===== src/rtl/spi_slave_module.sv =====
// rtl/spi_slave_module.sv - SPI mode-0 responder: 16-bit write capture, 8-bit read response
module spi_slave_module #(
    parameter int SYNC_STAGES = 2
) (
    input  logic        I_clk,
    input  logic        I_rst,
    input  logic        I_spi_sck,
    input  logic        I_spi_cs,
    input  logic        I_spi_mosi,
    output logic        O_spi_miso,
    input  logic [7:0]  I_tx_data,
    output logic [15:0] O_rx_data,
    output logic        O_rx_valid,
    output logic        O_busy,
    output logic        O_frame_done,
    output logic        O_frame_err
);

    typedef enum logic [1:0] {
        S_IDLE = 2'd0,
        S_RX   = 2'd1,
        S_TX   = 2'd2,
        S_WAIT = 2'd3
    } state_t;

    state_t state;

    logic [SYNC_STAGES-1:0] sck_sync;
    logic [SYNC_STAGES-1:0] cs_sync;
    logic [SYNC_STAGES-1:0] mosi_sync;
    logic                   sck_hist;
    logic                   cs_hist;

    logic [4:0]  rcnt;
    logic [4:0]  fcnt;
    logic [14:0] rx_shift;
    logic [7:0]  tx_shift;

    logic sck_s, cs_s, mosi_s;
    logic sck_rise, sck_fall, cs_fall, cs_rise;
    logic [4:0] rcnt_inc, fcnt_inc;

    assign sck_s    = sck_sync[SYNC_STAGES-1];
    assign cs_s     = cs_sync[SYNC_STAGES-1];
    assign mosi_s   = mosi_sync[SYNC_STAGES-1];
    assign sck_rise = sck_s & ~sck_hist;
    assign sck_fall = ~sck_s & sck_hist;
    assign cs_fall  = ~cs_s & cs_hist;
    assign cs_rise  = cs_s & ~cs_hist;
    assign rcnt_inc = (rcnt == 5'd31) ? rcnt : rcnt + 5'd1;
    assign fcnt_inc = (fcnt == 5'd31) ? fcnt : fcnt + 5'd1;

    // Pin synchronizers and edge history; left out of reset so that a frame
    // already running when reset releases produces no spurious CS fall.
    always_ff @(posedge I_clk) begin
        sck_sync  <= {sck_sync[SYNC_STAGES-2:0], I_spi_sck};
        cs_sync   <= {cs_sync[SYNC_STAGES-2:0], I_spi_cs};
        mosi_sync <= {mosi_sync[SYNC_STAGES-2:0], I_spi_mosi};
        sck_hist  <= sck_s;
        cs_hist   <= cs_s;
    end

    // Frame state machine with registered outputs; CS edges take priority over SCK edges.
    always_ff @(posedge I_clk) begin
        if (I_rst) begin
            state        <= S_IDLE;
            rcnt         <= 5'd0;
            fcnt         <= 5'd0;
            rx_shift     <= 15'd0;
            tx_shift     <= 8'd0;
            O_spi_miso   <= 1'b0;
            O_rx_data    <= 16'd0;
            O_rx_valid   <= 1'b0;
            O_busy       <= 1'b0;
            O_frame_done <= 1'b0;
            O_frame_err  <= 1'b0;
        end else begin
            O_rx_valid   <= 1'b0;
            O_frame_done <= 1'b0;
            O_frame_err  <= 1'b0;
            case (state)
                S_IDLE: begin
                    O_spi_miso <= 1'b0;
                    O_busy     <= 1'b0;
                    if (cs_fall) begin
                        tx_shift <= I_tx_data;
                        rcnt     <= 5'd0;
                        fcnt     <= 5'd0;
                        O_busy   <= 1'b1;
                        state    <= S_RX;
                    end
                end
                default: begin
                    if (cs_rise) begin
                        if (rcnt == 5'd25) begin
                            O_frame_done <= 1'b1;
                        end else begin
                            O_frame_err <= 1'b1;
                        end
                        O_spi_miso <= 1'b0;
                        O_busy     <= 1'b0;
                        state      <= S_IDLE;
                    end else begin
                        if (sck_rise) begin
                            rcnt <= rcnt_inc;
                        end
                        if (sck_fall) begin
                            fcnt <= fcnt_inc;
                        end
                        case (state)
                            S_RX: begin
                                if (sck_rise) begin
                                    rx_shift <= {rx_shift[13:0], mosi_s};
                                    if (rcnt_inc == 5'd16) begin
                                        O_rx_data  <= {rx_shift, mosi_s};
                                        O_rx_valid <= 1'b1;
                                        state      <= S_TX;
                                    end
                                end
                            end
                            S_TX: begin
                                if (sck_fall) begin
                                    if (fcnt_inc == 5'd17) begin
                                        O_spi_miso <= tx_shift[7];
                                    end else if (fcnt_inc >= 5'd18 && fcnt_inc <= 5'd24) begin
                                        tx_shift   <= {tx_shift[6:0], 1'b0};
                                        O_spi_miso <= tx_shift[6];
                                    end else if (fcnt_inc >= 5'd25) begin
                                        O_spi_miso <= 1'b0;
                                        state      <= S_WAIT;
                                    end
                                end
                            end
                            default: begin
                                O_spi_miso <= 1'b0;
                            end
                        endcase
                    end
                end
            endcase
        end
    end

endmodule

===== config.mk =====
export PLATFORM = sky130hd
export DESIGN_NAME = spi_slave_module
export DESIGN_NICKNAME = d
export VERILOG_FILES = /design/src/rtl/spi_slave_module.sv
export SDC_FILE = /design/constraint.sdc
export NUM_CORES = 1
export LEC_CHECK = 0
export CAP_MARGIN = 20
export CORE_MARGIN = 3
export CORE_UTILIZATION = 45
export CTS_BUF_LIST = sky130_fd_sc_hd__clkbuf_8
export DETAILED_ROUTE_END_ITERATION = 12
export GPL_ROUTABILITY_DRIVEN = 0
export GPL_TIMING_DRIVEN = 0
export HOLD_SLACK_MARGIN = 0.15
export PLACE_DENSITY = 0.81
export SLEW_MARGIN = 20
export SYNTH_ARGS = -nofsm -noshare
export SYNTH_HDL_FRONTEND = slang
export SYNTH_SLANG_ARGS = --single-unit

===== constraint.sdc =====
create_clock -name I_clk -period 2.3 [get_ports I_clk]
set_clock_uncertainty 0.15 [all_clocks]
set_input_delay 0.46 -clock I_clk [delete_from_list [all_inputs] [get_ports I_clk]]
set_output_delay 0.46 -clock I_clk [all_outputs]
set_load 0.03 [all_outputs]

Yosys cells after proc, flatten, opt, wreduce, memory -nomap -nowiden:

Cells that the tools add are included.

* flip-flop bits (word level): 64
* output and inout port bits: 21
* input bits: 13

* mux-type cells: 37
* reductions and logical operators: 18
* add/sub/neg operators: 2
* order comparisons: 3
* bitwise gates (word level): 12
* equality and inequality tests: 18

Operators by type and width (number)
* 8-bit two-way mux: 7
* 5-bit two-way mux: 9
* 5-bit == test (second input constant): 5
* 2-bit two-way mux: 9
* 4-bit by 3-bit inequality test with 1-bit output (second input constant): 4
* 4-bit inequality test (second input constant): 3
* 5-bit by 1-bit adder with 5-bit output (second input constant): 2
* 5-bit >= comparator (second input constant): 2
* 1-bit two-way mux: 10
* 2-bit nonzero test: 5
* 3-bit AND reduction: 3
* 1-bit inverter: 8
* 8-bit AND reduction: 1
* 6-bit AND reduction: 1
* 3-bit OR reduction: 2
* 5-bit <= comparator (second input constant): 1
* 5-bit AND reduction: 1
* 5-bit OR reduction: 1
* 1-bit bitwise AND: 4
* 2-bit by 1-bit inequality test with 1-bit output (second input constant): 2
* 2-bit inequality test (second input constant): 2
* 2-bit one-hot mux with 2 select lines: 1
* 4-bit AND reduction: 1
* 4-bit nonzero test: 1
* 5 further kinds: 5

Longest topological paths before layout:

* depth after elaboration: 10
* gate-level depth with buffers: 9
* gate-level depth less buffers: 7

Worst setup path after synthesis:

Ideal clock, no wire load.

* kind: reg-to-reg
* start: register fcnt[0]
* end: register tx_shift[5]
* library setup time: 0.132 ns
* arrival time: 1.902 ns
* data required time: 2.018 ns
* cell stages (with the launch flop): 8
* path slack: 0.116 ns
* cells stage by stage: dfxtp_1 > ha_1 > a21boi_0 > a41oi_1 > nor4b_1 > clkbuf_1 > or3_1 > a21oi_1

* cells in the longest elaborated chain, start to end: 6

Ends and longest elaborated chain
* from (decl): RTL line 35 `logic [4:0] fcnt;`
* from (signal assigned): RTL line 108 `fcnt <= fcnt_inc;`
* 5-bit by 1-bit adder with 5-bit output or 5-bit == test (tied branches): RTL line 51 `assign fcnt_inc = (fcnt == 5'd31) ? fcnt : fcnt + 5'd1;`
* 5-bit two-way mux (*): RTL line 51
* 5-bit >= comparator or 5-bit <= comparator (tied branches): RTL line 125 `end else if (fcnt_inc >= 5'd18 && fcnt_inc <= 5'd24) begin`
* 1-bit logical AND: RTL line 125
* 2-bit nonzero test (no source line)
* 6-bit AND reduction (no source line) (*)
* to (signal assigned): RTL line 86 `tx_shift <= I_tx_data;`
* to (signal assigned): RTL line 126 `tx_shift <= {tx_shift[6:0], 1'b0};`
* to (decl): RTL line 37 `logic [7:0] tx_shift;`

Mark *: on every way between the ends. The rest lies on a longest branch, timed or not.
A chain may end at the register's enable or synchronous reset.

Worst setup path in the final report:

* start: register state[0]
* end: register tx_shift[5]

* cells in the longest elaborated chain, start to end: 3

Ends and longest elaborated chain
* from (decl): RTL line 26 `state_t state;`
* from (signal assigned): RTL line 66 `state <= S_IDLE;`
* from (signal assigned): RTL line 90 `state <= S_RX;`
* from (signal assigned): RTL line 102 `state <= S_IDLE;`
* 2-bit == test or 2-bit zero test (tied branches): RTL line 110, 81
* 2-bit nonzero test (no source line) (tied with other cells)
* 6-bit AND reduction (no source line)

Parallel ways exist; a longest one is shown, timed or not.

==> flow_summary.toml <==
[outcome]
outcome = "complete, no violations"

[worst_setup_path]
worst-path-buf-inv = 3
critPathLaunchType = "flip-flop"
worst-path-stages = 7
critical_path.top_delay_family = "simple AND/OR/NAND/NOR gates"
reg2reg_slack_ps = 40
critPathMaxFanout = 10
worstPathRequired_ps = 2420
worst_path_most_repeated_cell = "buf_6"
crit_type = "reg2reg"
cp-endpoint = "tx_shift[5]$_SDFFE_PP0P_"
cpPeakStageDelay_ps = 520
crit_chain = "buf_2, or4b_4, buf_6, a22o_4, buf_6, or3_1, a21oi_1"
r2r_end = "tx_shift[5]$_SDFFE_PP0P_"
r2r-start = "state[0]$_SDFFE_PP0P_"
critPathArrivalTime_ps = 2380
startpoint = "state[0]$_SDFFE_PP0P_"
endpoint_kind = "flip-flop"
r2r_cells = 7
slowest_stage = "or4b_4"

[pwr]
p_int_mw = 1.825
switching_share_pct = 28.66
switchingPower_mw = 0.7330
power_mw = 2.558
p_seq_share_pct = 46.6
p_per_area_nw_per_um2 = 766.1
leakagePower_nw = 1.286
p_comb_share_pct = 20.6
worst_ir_drop_vdd_mv = 0.5635
clockPowerShare_pct = 32.8

[place]
portBuffers = 33
pre_cts_ws_ps = -347.6
hpwl_mm = 3.981
placedCellCount = 410

[yosys]
synth_compound_area_share_pct = 14.40
syn_area_um2 = 2701
syn-instance-count = 305
synth.distinct_cells = 42
synth_top_family_by_area = "simple AND/OR/NAND/NOR gates"
synthMuxAreaShare_pct = 10.10
ys_seq_area_share_pct = 47.43
synth-simple-area-share_pct = 21.91
ys_ff_latch = 64
yosys.area_share.adder_pct = 1.390
yosys_warnings = 0
syn_nets = 321
synthXorXnorAreaFrac_pct = 0.3242
avgSynthCellArea_um2 = 8.857

[finish]
fillers = 473
num-nets-final = 364
final_layout_size_suffix_gt1_share_pct = 10.51
regArea_um2 = 1284
multi_input_area_um2 = 1335
fin_util_pct = 59.17
syn_to_final_growth_pct = 23.58
final_common_cell = "dfxtp_1"
final_cells = 424
layout_common_cells = "62 x dfxtp_1, 46 x nand2_1, 36 x a21oi_1"
antenna_cells = 0

[clocking]
hold_buffers = 0
tritoncts = "done"
cts-buffers-inserted = 9
clock-root-buffer = "clkbuf_8"
insertion_delay_ps = 330
post_cts_buffers = 0
cts.sinks = 64
clk_pin_slew_ps = 70
htreeDepth = 3
cts_buffer_depth = 2

[route]
drc = 0
vias_per_cell = 5.370
routed_wl_mm = 5.746
first_iter_violations = 135
wl_per_cell_um = 13.55
first_pass_iters = 4
final_antenna_net_count = 0
vias = 2277

[timing]
worst_slew_pin_slew_ps = 666.5
final.setup.tns_ps = 0
rsz0062_at_grt = "true"
slew_viol_final = 0
fmax_mhz = 441.8
setup_viol = 0
fin_ws_ps = 36.51
period_needed_ps = 2263
relSlewSlack_pct = 55.23
finalHoldViolCount = 0
fin_crit_sh_pct = 98.41

[floorplanning]
ioPinCount = 34
coreArea_um2 = 5642
start_util_pct = 47.88
die_area_um2 = 6969
std_cell_rows = 27
chipWidth_um = 83.48
die_h_um = 83.48

[global_route]
grt_pass1_vias = 2125
grt_max_degree = 18
grt_pass1_wl_mm = 9.791
grt_usage_pct = 17.29
antenna_found_initial = 0
overflow = 0

[hold_path]
hold_path_depth = 0
hold_path_class = "reg2reg"

[job]
cap_violations = 0
cells by family after synthesis:
kind of cell,Yosys count
AND/OR/NAND/NOR,121
AO/OA/AOI/OAI,66
flip-flops,64
multiplexers,27
buffers and inverters,23
adder cells (fa/ha/maj),3
XOR/XNOR,1
routing by layer:
layer / vias up / wire length (µm) / global-route usage (%)
met5: - / 0 / 0
met4: 0 / 135 / 9.357
met3: 14 / 237 / 4.344
met2: 60 / 2686 / 27.48
met1: 1047 / 2686 / 21.50
li1: 1156 / - / -
synthesized netlist by cell type:
library cell  number  area share [%]
inv_1              4            0.56
nor2_1            30             4.2
o311ai_0           2            0.65
nand3_1            6             1.1
nor4_1             1            0.23
xnor2_1            1            0.32
a21oi_1           36             6.7
nor3_1             3            0.56
nand2b_1           5             1.2
dfxtp_1           64              47
a32oi_1            1            0.32
nor2b_1            3            0.69
o21ai_0           12             2.2
mux2_2             2            0.83
a22oi_1            1            0.28
a21boi_0           1            0.28
a21o_1             1            0.28
nand2_1           46             6.4
or4b_4             1            0.51
or2b_1             1            0.28
ha_1               3             1.4
o31ai_1            1            0.28
nor4bb_1           1            0.37
or3_1              7             1.6
a211o_1            2            0.65
a211oi_1           2            0.56
buf_2              3            0.56
or2_2              2            0.46
nand4_1            4            0.93
clkbuf_1          12             1.7
nand4b_1           2            0.65
a31oi_1            3            0.69
or3b_2             1            0.32
a22o_4             1            0.65
nand3b_1           3            0.83
nor4b_1            3            0.97
o211ai_1           2            0.56
a41oi_1            1            0.32
and2_1             1            0.23
or4_4              1            0.42
buf_6              4             1.7
mux2i_1           25             9.3
worst register-to-register path: cells and delay by family, from the launching register on:
kind	cells	cell delay, ps
DFF	1	290
and+or+nand+nor	2	880
buffers and inverters	3	460
AOI/OAI and AO/OA	2	420
stage by stage:
| step | area (µm²) | hold WS (ps) |
|---|---|---|
| finish | 3338 | 175.2 |
| global route | 3338 | 182.8 |
| CTS | 3311 | 172.7 |
| detailed placement | 3122 | 162.1 |
| global placement | 3122 | 160.9 |
| floorplan | 2701 | 159.6 |
state kept, by name (all words and copies together), names as in the netlist:
signal / cells
O_rx_data: 16
rx_shift: 15
tx_shift: 8
fcnt: 5
rcnt: 5
cs_sync: 2
mosi_sync: 2
sck_sync: 2
state: 2
O_busy: 1
O_frame_done: 1
O_frame_err: 1
O_rx_valid: 1
O_spi_miso: 1
cs_hist: 1
sck_hist: 1
worst min path at each step:
| stage | start | end | slack (ps) |
|---|---|---|---|
| floorplan | cs_sync[0]$_DFF_P_ | cs_sync[1]$_DFF_P_ | 160 |
| global placement | mosi_sync[0]$_DFF_P_ | mosi_sync[1]$_DFF_P_ | 160 |
| detailed placement | cs_sync[0]$_DFF_P_ | cs_sync[1]$_DFF_P_ | 160 |
| CTS | cs_sync[0]$_DFF_P_ | cs_sync[1]$_DFF_P_ | 170 |
| global route | sck_sync[0]$_DFF_P_ | sck_sync[1]$_DFF_P_ | 180 |
| finish | cs_sync[0]$_DFF_P_ | cs_sync[1]$_DFF_P_ | 180 |
what timing repair did:
| item | 4_1_cts | 5_1_grt |
|---|---|---|
| setup endpoints to repair | 17 | 28 |
| gates resized for setup | 4 | 14 |
| pin swaps | 0 | 2 |
power by group through the flow:
stage	combinational (mW)	clock, mW	sequential [mW]
finish	0.527	0.838	1.19
global route	0.574	0.912	1.20
CTS	0.514	0.852	1.19
detailed placement	0.499	0	1.22
global placement	0.483	0	1.21
floorplan	0.373	0	1.22
final cells by class:
cell class	count	share of cell area (%)
multi-input combinational	218	39.99
sequential	64	38.46
timing repair buffer	33	9.895
clock buffer	11	4.535
buffer	18	3.336
tap	72	2.699
clock inverter	4	0.6372
inverter	4	0.4498
Power figures use the tool's default switching activity.
